$ cat src/rtl/udp_tx_arbiter_pkg.sv
// Shared definitions for the UDP transmit arbiter: FSM state encoding,
// default timeout values, word and grant-index widths.
package udp_tx_arbiter_pkg;

  localparam int UDP_W           = 32;
  localparam int GRANT_W         = 2;
  localparam int DEF_ACK_TIMEOUT = 1024;
  localparam int DEF_EN_TIMEOUT  = 16;

  // 2-bit state encoding shared by RTL and bench.
  typedef enum logic [1:0] {
    S_IDLE  = 2'd0,
    S_REQ   = 2'd1,
    S_START = 2'd2,
    S_XFER  = 2'd3
  } state_e;

  // One counter serves both timeouts, so it is sized for the larger one.
  function automatic int cnt_width(input int ack_to, input int en_to);
    int max_to;
    max_to = (ack_to > en_to) ? ack_to : en_to;
    return (max_to <= 2) ? 1 : $clog2(max_to);
  endfunction

endpackage

$ cat src/rtl/udp_tx_arbiter_if.sv
// Bundle of the per-source request/data signals and the UDP port handshake.
// master: the arbiter. slave: the sources and the UDP transmit port.
interface udp_tx_arbiter_if #(
  parameter int N_SRC = 2
);
  import udp_tx_arbiter_pkg::*;

  logic [N_SRC-1:0]       src_req;
  logic [N_SRC-1:0]       src_ack;
  logic [N_SRC-1:0]       src_enable;
  logic [UDP_W*N_SRC-1:0] src_data;
  logic                   m_req;
  logic                   m_ack;
  logic                   m_enable;
  logic [UDP_W-1:0]       m_data;
  logic [GRANT_W-1:0]     grant_id;
  logic                   timeout_err;

  modport master (
    input  src_req, src_enable, src_data, m_ack,
    output src_ack, m_req, m_enable, m_data, grant_id, timeout_err
  );

  modport slave (
    output src_req, src_enable, src_data, m_ack,
    input  src_ack, m_req, m_enable, m_data, grant_id, timeout_err
  );

endinterface

$ cat src/rtl/udp_tx_arbiter_rr_pick.sv
// Combinational round-robin selector: the search starts one past the last
// grant and wraps modulo N_SRC; the first requesting source wins.
module rr_pick
  import udp_tx_arbiter_pkg::*;
#(
  parameter int N_SRC = 2
) (
  input  logic [N_SRC-1:0]   req,
  input  logic [GRANT_W-1:0] last,
  output logic [GRANT_W-1:0] winner,
  output logic               valid
);

  localparam int IW = GRANT_W + 1;

  logic [IW-1:0] idx;

  // Walk candidates last+1, last+2, ... and keep the first one requesting.
  always_comb begin
    // NOTE: every output of a combinational block gets a default first, so
    // no path leaves it unassigned and no latch is inferred.
    winner = '0;
    valid  = 1'b0;
    idx    = '0;
    for (int k = 1; k <= N_SRC; k++) begin
      idx = {1'b0, last} + IW'(k);
      if (idx >= IW'(N_SRC)) idx = idx - IW'(N_SRC);
      for (int i = 0; i < N_SRC; i++) begin
        if (!valid && req[i] && (idx == IW'(i))) begin
          valid  = 1'b1;
          winner = GRANT_W'(i);
        end
      end
    end
  end

endmodule

$ cat src/rtl/udp_tx_arbiter.sv
// Round-robin arbiter granting one of N_SRC packet sources access to a single
// UDP transmit port. A grant runs request -> ack -> start -> transfer; both
// waiting phases are bounded by timeouts that abort back to idle.
module udp_tx_arbiter
  import udp_tx_arbiter_pkg::*;
#(
  parameter int N_SRC       = 2,
  parameter int ACK_TIMEOUT = DEF_ACK_TIMEOUT,
  parameter int EN_TIMEOUT  = DEF_EN_TIMEOUT
) (
  input logic             clk,
  input logic             rst_n,
  udp_tx_arbiter_if.master bus
);

  localparam int            CNT_W    = cnt_width(ACK_TIMEOUT, EN_TIMEOUT);
  localparam logic [CNT_W-1:0] ACK_LAST = CNT_W'(ACK_TIMEOUT - 1);
  localparam logic [CNT_W-1:0] EN_LAST  = CNT_W'(EN_TIMEOUT - 1);

  state_e             state_q, state_d;
  logic [GRANT_W-1:0] grant_id_q, grant_id_d;
  logic [GRANT_W-1:0] last_q, last_d;
  logic [CNT_W-1:0]   cnt_q, cnt_d;
  logic               m_req_q, m_req_d;
  logic               m_enable_q, m_enable_d;
  logic [UDP_W-1:0]   m_data_q, m_data_d;
  logic               timeout_err_q, timeout_err_d;

  logic [GRANT_W-1:0] pick_winner;
  logic               pick_valid;
  logic               sel_enable;
  logic [UDP_W-1:0]   sel_data;
  logic [N_SRC-1:0]   src_ack;
  logic               in_data_phase;

  rr_pick #(.N_SRC(N_SRC)) u_rr_pick (
    .req    (bus.src_req),
    .last   (last_q),
    .winner (pick_winner),
    .valid  (pick_valid)
  );

  // Route only the granted source's enable/data; all others are invisible.
  always_comb begin
    sel_enable = 1'b0;
    sel_data   = '0;
    for (int i = 0; i < N_SRC; i++) begin
      if (grant_id_q == GRANT_W'(i)) begin
        sel_enable = bus.src_enable[i];
        sel_data   = bus.src_data[UDP_W*i +: UDP_W];
      end
    end
  end

  // Ack is passed straight through to the granted source in the same cycle.
  always_comb begin
    src_ack = '0;
    for (int i = 0; i < N_SRC; i++) begin
      src_ack[i] = (state_q == S_REQ) && bus.m_ack && (grant_id_q == GRANT_W'(i));
    end
  end

  assign in_data_phase = (state_q == S_START) || (state_q == S_XFER);

  // Next-state, grant, timeout and registered-output computation.
  always_comb begin
    state_d       = state_q;
    grant_id_d    = grant_id_q;
    last_d        = last_q;
    timeout_err_d = 1'b0;
    cnt_d         = (cnt_q == '1) ? cnt_q : cnt_q + CNT_W'(1);

    unique case (state_q)
      S_IDLE: begin
        if (pick_valid) begin
          state_d    = S_REQ;
          grant_id_d = pick_winner;
          last_d     = pick_winner;
        end
      end
      S_REQ: begin
        // Ack is tested first so it beats a timeout expiring in the same cycle.
        if (bus.m_ack) begin
          state_d = S_START;
        end else if (cnt_q == ACK_LAST) begin
          state_d       = S_IDLE;
          timeout_err_d = 1'b1;
        end
      end
      S_START: begin
        if (sel_enable) begin
          state_d = S_XFER;
        end else if (cnt_q == EN_LAST) begin
          state_d       = S_IDLE;
          timeout_err_d = 1'b1;
        end
      end
      S_XFER: begin
        if (!sel_enable) state_d = S_IDLE;
      end
      default: state_d = S_IDLE;
    endcase

    // Each state starts its own wait from zero.
    if (state_d != state_q) cnt_d = '0;

    m_req_d    = (state_d == S_REQ);
    m_enable_d = in_data_phase && sel_enable;
    m_data_d   = in_data_phase ? sel_data : '0;
  end

  // All state and outputs registered; reset aborts any packet immediately.
  always_ff @(posedge clk) begin
    // NOTE: clocked state uses non-blocking assignments so every flop samples
    // pre-edge values regardless of statement order.
    if (!rst_n) begin
      state_q       <= S_IDLE;
      grant_id_q    <= '0;
      last_q        <= GRANT_W'(N_SRC - 1);
      cnt_q         <= '0;
      m_req_q       <= 1'b0;
      m_enable_q    <= 1'b0;
      m_data_q      <= '0;
      timeout_err_q <= 1'b0;
    end else begin
      state_q       <= state_d;
      grant_id_q    <= grant_id_d;
      last_q        <= last_d;
      cnt_q         <= cnt_d;
      m_req_q       <= m_req_d;
      m_enable_q    <= m_enable_d;
      m_data_q      <= m_data_d;
      timeout_err_q <= timeout_err_d;
    end
  end

  assign bus.src_ack     = src_ack;
  assign bus.m_req       = m_req_q;
  assign bus.m_enable    = m_enable_q;
  assign bus.m_data      = m_data_q;
  assign bus.grant_id    = grant_id_q;
  assign bus.timeout_err = timeout_err_q;

endmodule

$ cat src/flat_wrapper.sv
// flat-port wrapper written by rule: the top's interface ports become plain ports
module udp_tx_arbiter_flat import udp_tx_arbiter_pkg::*;
#(
  parameter int N_SRC       = 2,
  parameter int ACK_TIMEOUT = DEF_ACK_TIMEOUT,
  parameter int EN_TIMEOUT  = DEF_EN_TIMEOUT
)
  (clk, rst_n, bus_src_req, bus_src_enable, bus_src_data, bus_m_ack, bus_src_ack, bus_m_req, bus_m_enable, bus_m_data, bus_grant_id, bus_timeout_err);
  udp_tx_arbiter_if #(.N_SRC(N_SRC)) bus_i ();
  input logic clk;
  input logic rst_n;
  input wire logic [$bits(bus_i.src_req)-1:0] bus_src_req;
  input wire logic [$bits(bus_i.src_enable)-1:0] bus_src_enable;
  input wire logic [$bits(bus_i.src_data)-1:0] bus_src_data;
  input wire logic [$bits(bus_i.m_ack)-1:0] bus_m_ack;
  output wire logic [$bits(bus_i.src_ack)-1:0] bus_src_ack;
  output wire logic [$bits(bus_i.m_req)-1:0] bus_m_req;
  output wire logic [$bits(bus_i.m_enable)-1:0] bus_m_enable;
  output wire logic [$bits(bus_i.m_data)-1:0] bus_m_data;
  output wire logic [$bits(bus_i.grant_id)-1:0] bus_grant_id;
  output wire logic [$bits(bus_i.timeout_err)-1:0] bus_timeout_err;
  assign bus_i.src_req = bus_src_req;
  assign bus_i.src_enable = bus_src_enable;
  assign bus_i.src_data = bus_src_data;
  assign bus_i.m_ack = bus_m_ack;
  assign bus_src_ack = bus_i.src_ack;
  assign bus_m_req = bus_i.m_req;
  assign bus_m_enable = bus_i.m_enable;
  assign bus_m_data = bus_i.m_data;
  assign bus_grant_id = bus_i.grant_id;
  assign bus_timeout_err = bus_i.timeout_err;
  udp_tx_arbiter #(.N_SRC(N_SRC), .ACK_TIMEOUT(ACK_TIMEOUT), .EN_TIMEOUT(EN_TIMEOUT)) u_core (.clk(clk), .rst_n(rst_n), .bus(bus_i));
endmodule
$ cat config.mk
export PLATFORM = sky130hd
export DESIGN_NAME = udp_tx_arbiter_flat
export DESIGN_NICKNAME = d
export VERILOG_FILES = /design/src/rtl/udp_tx_arbiter_pkg.sv /design/src/rtl/udp_tx_arbiter_if.sv /design/src/rtl/udp_tx_arbiter_rr_pick.sv /design/src/rtl/udp_tx_arbiter.sv /design/src/flat_wrapper.sv
export SDC_FILE = /design/constraint.sdc
export NUM_CORES = 1
export LEC_CHECK = 0
export CORE_ASPECT_RATIO = 1.5
export CORE_MARGIN = 2
export CORE_UTILIZATION = 30
export DETAILED_ROUTE_END_ITERATION = 7
export PLACE_DENSITY = 0.66
export SLEW_MARGIN = 20
export SYNTH_ARGS = -nofsm -noshare
export SYNTH_HDL_FRONTEND = slang
export SYNTH_HIERARCHICAL = 1
export SYNTH_SLANG_ARGS = --single-unit
$ cat constraint.sdc
create_clock -name clk -period 2.73 [get_ports clk]
set_clock_uncertainty 0.2 [all_clocks]
set_input_delay 0.546 -clock clk [delete_from_list [all_inputs] [get_ports clk]]
set_output_delay 0.546 -clock clk [all_outputs]
set_load 0.1 [all_outputs]
* Word-level counts from Yosys, hierarchy flattened
Index checks and enable logic that the tools add are counted.
** Storage, ports and cells
- Bits in registers :: 51
- Word-level logic and storage cells :: 73
- Output and inout port bits :: 39
** Operators by class
- Magnitude comparators :: 2
- Reductions and logical operators :: 22
- Bitwise operators :: 1
- Add/subtract/negate cells :: 5
- Equality and inequality tests :: 10
- Multiplexer cells :: 25
** Operator list (number)
- $mux 32 :: 2
- $mux 2 :: 8
- $logic_and 1x1->1 :: 11
- $mux 1 :: 11
- $add 10x1->10 const B :: 1
- $eq 10x10->1 const B :: 1
- $eq 10x4->1 const B :: 1
- $pmux 2 s4 :: 1
- $eq 2x1->1 const B :: 3
- $eq 3x1->1 const B :: 2
- $ge 3x2->1 const B :: 2
- $logic_not 3->1 :: 2
- $mux 3 :: 2
- $sub 3x2->3 const B :: 2
- $eq 2x2->1 const B :: 2
- $logic_not 2->1 :: 2
- $reduce_and 2->1 :: 2
- $add 2x1->3 const B :: 1
- $add 2x2->3 const B :: 1
- $logic_not 1->1 :: 3
- $ne 2x2->1 :: 1
- $pmux 1 s2 :: 1
- $reduce_or 2->1 :: 1
- $logic_or 1x1->1 :: 1
- $not 1->1 :: 1

* Depth between registers and ports, before layout
Gate-level depths: netlist (run 1).
- Depth in word-level cells :: 22
- Depth in mapped cells :: 7
- Gate-level depth less buffers :: 7

* Cells and area by module
Netlist (run 1), hierarchy kept.
** By module, submodules not included
- udp_tx_arbiter :: area each 2175.8 sq um, times used 1, cells each 229
- rr_pick :: area each 38.8 sq um, times used 1, cells each 7

* Worst setup path before layout (run 1)
Ideal clock, no wire load.
- Path kind :: flip-flop to output port
- Start point :: register u_core.grant_id_q[0], in the netlist u_core/bus.grant_id[0]
- End point :: output bus_src_ack[1]
- Slack :: -1.994 ns
- Data required time :: 1.984 ns
- Cell stages (with the launch flop) :: 4
- Data arrival time :: 3.978 ns
- Path buffers :: 2
- Cell sequence :: dfxtp_1 -> buf_2 -> buf_1 -> nor3b_1
** On the way
- Longest elaborated chain between the ends :: 2
** Ends and longest elaborated chain
- start: declaration :: RTL line udp_tx_arbiter.sv:21 : logic [GRANT_W-1:0] grant_id_q, grant_id_d;
- start signal: assignment :: RTL line udp_tx_arbiter.sv:127 : grant_id_q <= grant_id_d;
- $eq 2x1->1 :: RTL line udp_tx_arbiter.sv:59 : src_ack[i] = (state_q == S_REQ) && bus.m_ack && (grant_id_q == GRANT_W'(i));
- $logic_and 1x1->1 :: RTL line udp_tx_arbiter.sv:59
- end: declaration :: RTL line flat_wrapper.sv:16 : output wire logic [$bits(bus_i.src_ack)-1:0] bus_src_ack;
No other way between the ends.

* Worst setup path in the final report (run 1)
- Start point :: register u_core.cnt_q[9]
- End point :: register u_core.cnt_q[2]
** On the way
- Longest elaborated chain between the ends :: 6
- Elaborated cells on any way between the ends :: 9
** Ends and longest elaborated chain
- start: declaration :: RTL line udp_tx_arbiter.sv:23 : logic [CNT_W-1:0] cnt_q, cnt_d;
- start signal: assignment :: RTL line udp_tx_arbiter.sv:129 : cnt_q <= cnt_d;
- $eq 10x4->1 or $eq 10x10->1 (tied branches) :: RTL line udp_tx_arbiter.sv:93, udp_tx_arbiter.sv:71, udp_tx_arbiter.sv:85
- $mux 2, on equally long branches :: RTL line udp_tx_arbiter.sv:93, udp_tx_arbiter.sv:85
- $mux 2, on equally long branches :: RTL line udp_tx_arbiter.sv:91, udp_tx_arbiter.sv:83
- $pmux 2 s4 :: RTL line udp_tx_arbiter.sv:73 : unique case (state_q)
- $ne 2x2->1 :: RTL line udp_tx_arbiter.sv:105 : if (state_d != state_q) cnt_d = '0;
- $reduce_or 2->1 (no source line)
Several ways; a longest one is shown, not always the timed one.
A chain may end at the register's enable or synchronous reset.

==> results of run 1 <==
[Yosys cell counts]
| library cell | n |
|---|---|
| nand2_1 | 12 |
| mux2i_1 | 35 |
| buf_1 | 3 |
| and4_1 | 1 |
| o211ai_1 | 1 |
| buf_2 | 1 |
| a211o_1 | 1 |
| or2_2 | 1 |
| and2_1 | 3 |
| ha_1 | 6 |
| nor4_1 | 2 |
| or4_1 | 1 |
| or4_4 | 1 |
| clkbuf_1 | 6 |
| nor4b_1 | 3 |
| and2b_1 | 1 |
| xnor2_1 | 3 |
| o31ai_4 | 1 |
| nand3_1 | 9 |
| o21a_1 | 2 |
| inv_1 | 6 |
| conb_1 | 1 |
| nor3_1 | 13 |
| nor2_1 | 41 |
| o21ai_0 | 6 |
| o41ai_1 | 1 |
| xor2_1 | 2 |
| a21oi_1 | 5 |
| buf_4 | 2 |
| a311o_1 | 1 |
| a21boi_0 | 3 |
| nor3b_1 | 1 |
| o211ai_4 | 1 |
| and3_1 | 1 |
| dfxtp_1 | 50 |
| a22o_1 | 2 |
| nand2b_1 | 1 |
| nand4_1 | 3 |
| nand3b_1 | 2 |
| a2111oi_2 | 1 |
[per-stage QoR]
| step | total power, mW | hold WS, ns | cell area [um^2] | setup slack, ns |
|---|---|---|---|---|
| 3_3_place_gp | 1.308 | 0.2836 | 3371 | 0.06696 |
| 3_5_place_dp | 1.314 | 0.2836 | 3371 | 0.03170 |
| 6_report | 1.748 | 0.2997 | 3466 | 0.1901 |
| 2_1_floorplan | 1.127 | 0.2533 | 2240 | -0.1460 |
| 4_1_cts | 1.773 | 0.3043 | 3466 | 0.1781 |
| 5_1_grt | 1.832 | 0.3411 | 3466 | 0.1005 |
[layout by cell type (no fill, tap or decap), drive strengths merged, types with 2 or more instances in the layout]
| master | n |
|---|---|
| o21a | 2 |
| a22o | 2 |
| nand2 | 12 |
| nor4b | 3 |
| inv | 6 |
| clkbuf | 6 |
| and2 | 3 |
| o211ai | 2 |
| buf | 43 |
| nand3 | 9 |
| xor2 | 2 |
| a21oi | 5 |
| or4 | 2 |
| nand4 | 3 |
| clkdlybuf4s50 | 70 |
| o21ai | 6 |
| nand3b | 2 |
| nor4 | 2 |
| nor2 | 41 |
| mux2i | 35 |
| dfxtp | 50 |
| a21boi | 3 |
| ha | 6 |
| nor3 | 13 |
| xnor2 | 3 |
[cell families (layout without fill, tap and decap cells)]
group / count (synthesis) / count (layout) / share of synthesized area [%]
mux: 35 / 35 / 15.82
buf+inv: 18 / 127 / 3.446
simple gates: 96 / 96 / 20.85
fa+ha+maj: 6 / 6 / 3.390
xor+xnor: 5 / 5 / 1.978
compound gates: 25 / 25 / 9.152
flops: 50 / 50 / 45.20
other cells: 1 / 1 / 0.1693
[registers in the layout (all words and copies together) (netlist names)]
register	count
u_core/bus.m_data	32
u_core/bus.grant_id	2
u_core/bus.m_req	1
u_core/cnt_q	10
u_core/bus.m_enable	1
u_core/state_q	2
u_core/bus.timeout_err	1
u_core/last_q	1
[cell type report]
type,instances,share of cell area (%)
clock inverter,2,0.3610
inverter,6,0.6498
tap,100,3.610
sequential,50,28.92
clock buffer,6,2.383
multi-input combinational,168,33.47
timing repair buffer,113,30.61
[power groups by stage]
stage               Clock (mW)  Sequential (mW)  Combinational [mW]
floorplan                    0            0.879               0.248
CTS                      0.473            0.781               0.519
global route             0.493            0.786               0.553
finish                   0.451            0.781               0.516
detailed placement           0            0.799               0.516
global placement             0            0.797               0.510
[worst max-delay path by stage]
stage,depth (start not counted),endpoint,slack (ns),start
floorplan,3,bus_src_ack[1],-0.15,u_core/bus.grant_id[0]
detailed placement,6,u_core/cnt_q[8],0.03,bus_src_enable[1]
global route,5,u_core/cnt_q[4],0.10,u_core/cnt_q[9]
finish,5,u_core/cnt_q[2],0.19,u_core/cnt_q[9]
global placement,6,u_core/cnt_q[8],0.07,bus_src_enable[1]
CTS,5,u_core/cnt_q[8],0.18,u_core/cnt_q[9]
[worst max-delay path, stage by stage (launching register included)]
cell and delay (ns):
dfxtp_1 0.36, or4_1 0.53, or4_4 0.44, a311o_1 0.42
o211ai_4 0.35, nor4_1 0.11
[layer usage]
layer / track usage (%) / share of wire, % / vias to the layer above
li1: - / - / 1033
met1: 15.88 / 40 / 942
met2: 26.59 / 49 / 90
met3: 4.344 / 9.3 / 12
met4: 6.234 / 2.2 / 0
met5: 0 / 0 / -
==> flow_metrics.py, run 1 <==
metrics = {
    "status": {
        "status": "complete, no violations",
    },
    "synth": {
        "synth.cell_area_um2": 2215,
        "yosys_warnings": 6,
        "netlist_instances": 236,
        "seq_area_frac_synth_pct": 45.20,
        "synth_nets": 313,
        "yosysUniqueCellTypes": 40,
        "avgSynthCellArea_um2": 9.384,
        "yosys-top-cells-area": "dfxtp_1 (45%), mux2i_1 (16%), nor2_1 (6.9%)",
        "synth_top_area_share_pct": 45.20,
        "yosys.area.top_type": "dfxtp_1",
        "synth-seq-cells": 50,
    },
    "setup_path": {
        "cp-end-kind": "flip-flop",
        "cp.required_ns": 2.71,
        "reg2reg_depth": 5,
        "critPathLaunchType": "flip-flop",
        "reg2reg_to": "u_core/cnt_q[2]",
        "reg2reg_from": "u_core/cnt_q[9]",
        "path_class": "flip-flop to flip-flop",
        "worst_ep_arrival_time_ns": 2.52,
        "crit_fanout": 10,
        "rrSetupSlack_ns": 0.19,
    },
    "cells_and_area": {
        "multi_input_area_um2": 1160,
        "regArea_um2": 1002,
        "final_util_pct": 48.27,
        "fill_cells": 698,
        "drive_above_1_share_pct": 17.10,
        "antennaDiodeCount": 0,
        "final_net_count": 421,
        "area_delta_synth_final_pct": 56.50,
        "stdcell_count": 445,
    },
    "routing": {
        "vias": 2077,
        "drt-initial-drc-count": 54,
        "vias_per_cell": 4.667,
        "wirelength_mm": 6.086,
        "ant_nets": 0,
        "wl_per_cell_um": 13.68,
        "drtPass1Iterations": 4,
        "drc": 0,
    },
    "placement": {
        "dp_cells": 437,
        "gp_congestion": 0.8722,
        "dp_hpwl_mm": 4.664,
        "port_buffers": 109,
    },
    "floorplan": {
        "die_h_um": 109.2,
        "die_x_um": 74.15,
        "start_util_pct": 30.85,
        "io_pins": 110,
        "num_rows": 38,
        "dieArea_um2": 8099,
        "placeableCoreArea_um2": 7179,
    },
    "hold_path": {
        "hold_depth": 2,
        "min_to": "u_core/last_q[0]",
        "hold_class": "flip-flop to flip-flop",
        "hp-start": "u_core/last_q[0]",
    },
    "clocking": {
        "cts-root-buf": "clkbuf_8",
        "numClockSinks": 50,
        "postCtsSetupRepairBufs": 0,
        "post_cts_resized": 0,
        "path_clk_slew_ns": 0.09,
        "clockBufferDepth": 2,
        "postCtsHoldBufs": 0,
        "clock_latency_ns": 0.30,
        "htree_levels": 2,
        "cts_buffers": 5,
        "cts_tree": "built",
    },
    "global_routing": {
        "antenna_found_initial": 0,
        "grt_first_pass_wirelength_mm": 9.287,
        "overflow": 0,
        "grt_use_total_pct": 14.87,
        "grt_pass1_vias": 1983,
        "grt_max_degree": 34,
    },
    "sta": {
        "fmax_mhz": 393.7,
        "tns_ns": 0,
        "finalCriticalPeriod_ns": 2.540,
        "relSlewSlack_pct": 58.66,
        "hold_viol": 0,
        "rsz0062_at_grt": "false",
        "setup_violations": 0,
        "drv_slew": 0,
        "worstMarginPinSlew_ns": 0.6200,
        "finalCritPeriodShare_pct": 93.04,
    },
    "power": {
        "swShare_pct": 32.38,
        "ir_drop_uv": 219.0,
        "p_switching_uw": 566.0,
        "p_seq_share_pct": 44.7,
        "power.share.clock_pct": 25.8,
        "p_per_area_nw_per_um2": 504.4,
        "intPower_mw": 1.182,
        "leakage_nw": 1.323,
        "pwr-share-comb_pct": 29.5,
    },
    "job": {
        "maxCapViolCount": 0,
    },
}
Power figures use the tool's default switching activity.
==> run 2, diff against run 1 <==
--- a/config.mk
+++ b/config.mk
@@ -8,6 +8,8 @@
 export CORE_ASPECT_RATIO = 1.5
 export CORE_MARGIN = 2
 export CORE_UTILIZATION = 30
+export CTS_BUF_LIST = sky130_fd_sc_hd__clkbuf_4 sky130_fd_sc_hd__clkbuf_8 sky130_fd_sc_hd__clkbuf_16
+export CTS_CLUSTER_SIZE = 28
 export DETAILED_ROUTE_END_ITERATION = 7
 export PLACE_DENSITY = 0.66
 export SLEW_MARGIN = 20
==> results of run 2 <==
Final layout, timing and power as in run 1 (identical DEF).
==> run 3, diff against run 2 <==
--- a/config.mk
+++ b/config.mk
@@ -11,7 +11,8 @@
 export CTS_BUF_LIST = sky130_fd_sc_hd__clkbuf_4 sky130_fd_sc_hd__clkbuf_8 sky130_fd_sc_hd__clkbuf_16
 export CTS_CLUSTER_SIZE = 28
 export DETAILED_ROUTE_END_ITERATION = 7
-export PLACE_DENSITY = 0.66
+export DONT_BUFFER_PORTS = 1
+export PLACE_DENSITY = 0.47
 export SLEW_MARGIN = 20
 export SYNTH_ARGS = -nofsm -noshare
 export SYNTH_HDL_FRONTEND = slang
==> run 3 against run 2 <==
Clock-buffer cell count decreased by 1. Critical path depth stayed put. Core utilization down 10 points. First-iteration DRC count up 24%. Fmax rose by 0.23%. Global-route usage down 3.3 points. Routed wire length fell by 19%. Cell count is 16% lower. Critical path type unchanged.
==> flow_metrics.py, run 3 (same netlist as run 1, synthesis figures left out) <==
metrics = {
    "floorplan": {
        "io_pins": 110,
        "start_util_pct": 30.85,
        "num_rows": 38,
        "dieArea_um2": 8099,
        "die_x_um": 74.15,
        "die_h_um": 109.2,
        "placeableCoreArea_um2": 7179,
    },
    "routing": {
        "routed-wl-met3_um": 424,
        "vias": 1771,
        "wirelength_mm": 4.931,
        "drtPass1Iterations": 4,
        "drt-initial-drc-count": 67,
        "wl_met1_mm": 1.960,
        "vias_per_cell": 4.748,
        "ant_nets": 0,
        "top_layer": "met4",
        "wl_per_cell_um": 13.22,
        "dr_wl_met2_mm": 2.485,
        "drc": 0,
    },
    "job": {
        "maxCapViolCount": 0,
    },
    "clocking": {
        "postCtsSetupRepairBufs": 0,
        "cts-root-buf": "clkbuf_8",
        "post_cts_resized": 0,
        "htree_levels": 2,
        "clock_latency_ns": 0.30,
        "clockBufferDepth": 2,
        "path_clk_slew_ns": 0.09,
        "postCtsHoldBufs": 0,
        "cts_buffers": 5,
        "cts_tree": "built",
        "numClockSinks": 50,
    },
    "hold_path": {
        "hold_class": "input port to flip-flop",
    },
    "placement": {
        "port_buffers": 0,
        "gp_congestion": 0.7841,
        "dp_hpwl_mm": 3.849,
    },
    "setup_path": {
        "path_class": "flip-flop to flip-flop",
        "crit_fanout": 10,
        "cp-end-kind": "flip-flop",
        "cp.required_ns": 2.70,
        "worst_ep_arrival_time_ns": 2.51,
        "critPathLaunchType": "flip-flop",
    },
    "sta": {
        "rsz0062_at_grt": "false",
        "fmax_mhz": 394.6,
        "finalCriticalPeriod_ns": 2.534,
        "hold_viol": 0,
        "finalCritPeriodShare_pct": 92.82,
        "tns_ns": 0,
        "relSlewSlack_pct": 47.55,
        "setup_violations": 0,
        "drv_slew": 0,
        "worstMarginPinSlew_ns": 0.7867,
    },
    "status": {
        "status": "complete, no violations",
    },
    "cells_and_area": {
        "layout_commonest_cell": "dfxtp_1",
        "antennaDiodeCount": 0,
        "area_delta_synth_final_pct": 22.88,
        "final_net_count": 350,
        "final_cell_mix": "dfxtp_1 (49), buf_4 (41), nor2_1 (41)",
        "largest_reg_flops": 32,
        "final_util_pct": 37.91,
        "drive_above_1_share_pct": 20.88,
    },
    "global_routing": {
        "grt_max_degree": 35,
        "overflow": 0,
        "grt_use_total_pct": 11.54,
        "antenna_found_initial": 0,
        "grt_pass1_vias": 1597,
        "grt_first_pass_wirelength_mm": 7.162,
    },
    "power": {
        "ir_drop_uv": 223.2,
        "leakage_nw": 1.026,
        "p_per_area_nw_per_um2": 583.5,
    },
}
-- run 3: cell count changes in the layout (fill, tap and decap cells not counted) --
cell	change
clkinv_2	-1
clkdlybuf4s50_1	-70
clkinvlp_4	+1
buf_12	-2
buf_4	+1
clkbuf_8	-1
-- run 3: final cells by class --
type                    instances  area (um^2)
clock buffers                   5        68.82
multi-input cells             168         1160
flip-flops and latches         50         1002
inverters                       6        22.52
well taps                     100        125.1
clock inverters                 2        15.01
fillers                       752         4458
repair buffers                 42        327.8
-- run 3: final timing paths --
| path | cells after the start | to | startpoint | slack, ns |
|---|---|---|---|---|
| setup reg to reg | 5 | u_core/cnt_q[7] | u_core/cnt_q[9] | 0.20 |
| hold reg to reg | 2 | u_core/last_q[0] | u_core/last_q[0] | 0.31 |
| hold / removal | 1 | u_core/last_q[0] | rst_n | 0.12 |
| setup / recovery | 5 | u_core/cnt_q[7] | u_core/cnt_q[9] | 0.20 |
-- run 3: worst max-delay path: stages, from the launching register on --
cell and delay [ns]:
dfxtp_1 0.36, or4_1 0.53, or4_4 0.44, a311o_1 0.42, o211ai_4 0.35, nor3_1 0.11
-- run 3: layer usage --
metal	GRT usage (%)	vias up
met2	20.47	77
met3	3.142	5
met1	12.29	797
met5	0	-
met4	5.584	0
li1	-	892
-- run 3: report_power, final --
group	switching [mW]	total [mW]	internal [mW]	leakage (nW)
logic	0.273	0.398	0.124	0.585
clock network	0.236	0.412	0.175	0.0362
registers	0.0208	0.779	0.758	0.405
-- run 3: per-stage QoR --
stage	cells	power (mW)	hold slack (ns)	area [um^2]	setup WS (ns)
floorplan	236	1.127	0.2533	2240	-0.1460
global placement	366	1.197	0.2856	2638	0.2152
detailed placement	366	1.199	0.3023	2638	0.2034
CTS	373	1.620	0.1086	2721	0.1871
global route	373	1.677	0.1072	2721	0.09097
finish	373	1.588	0.1212	2721	0.1959
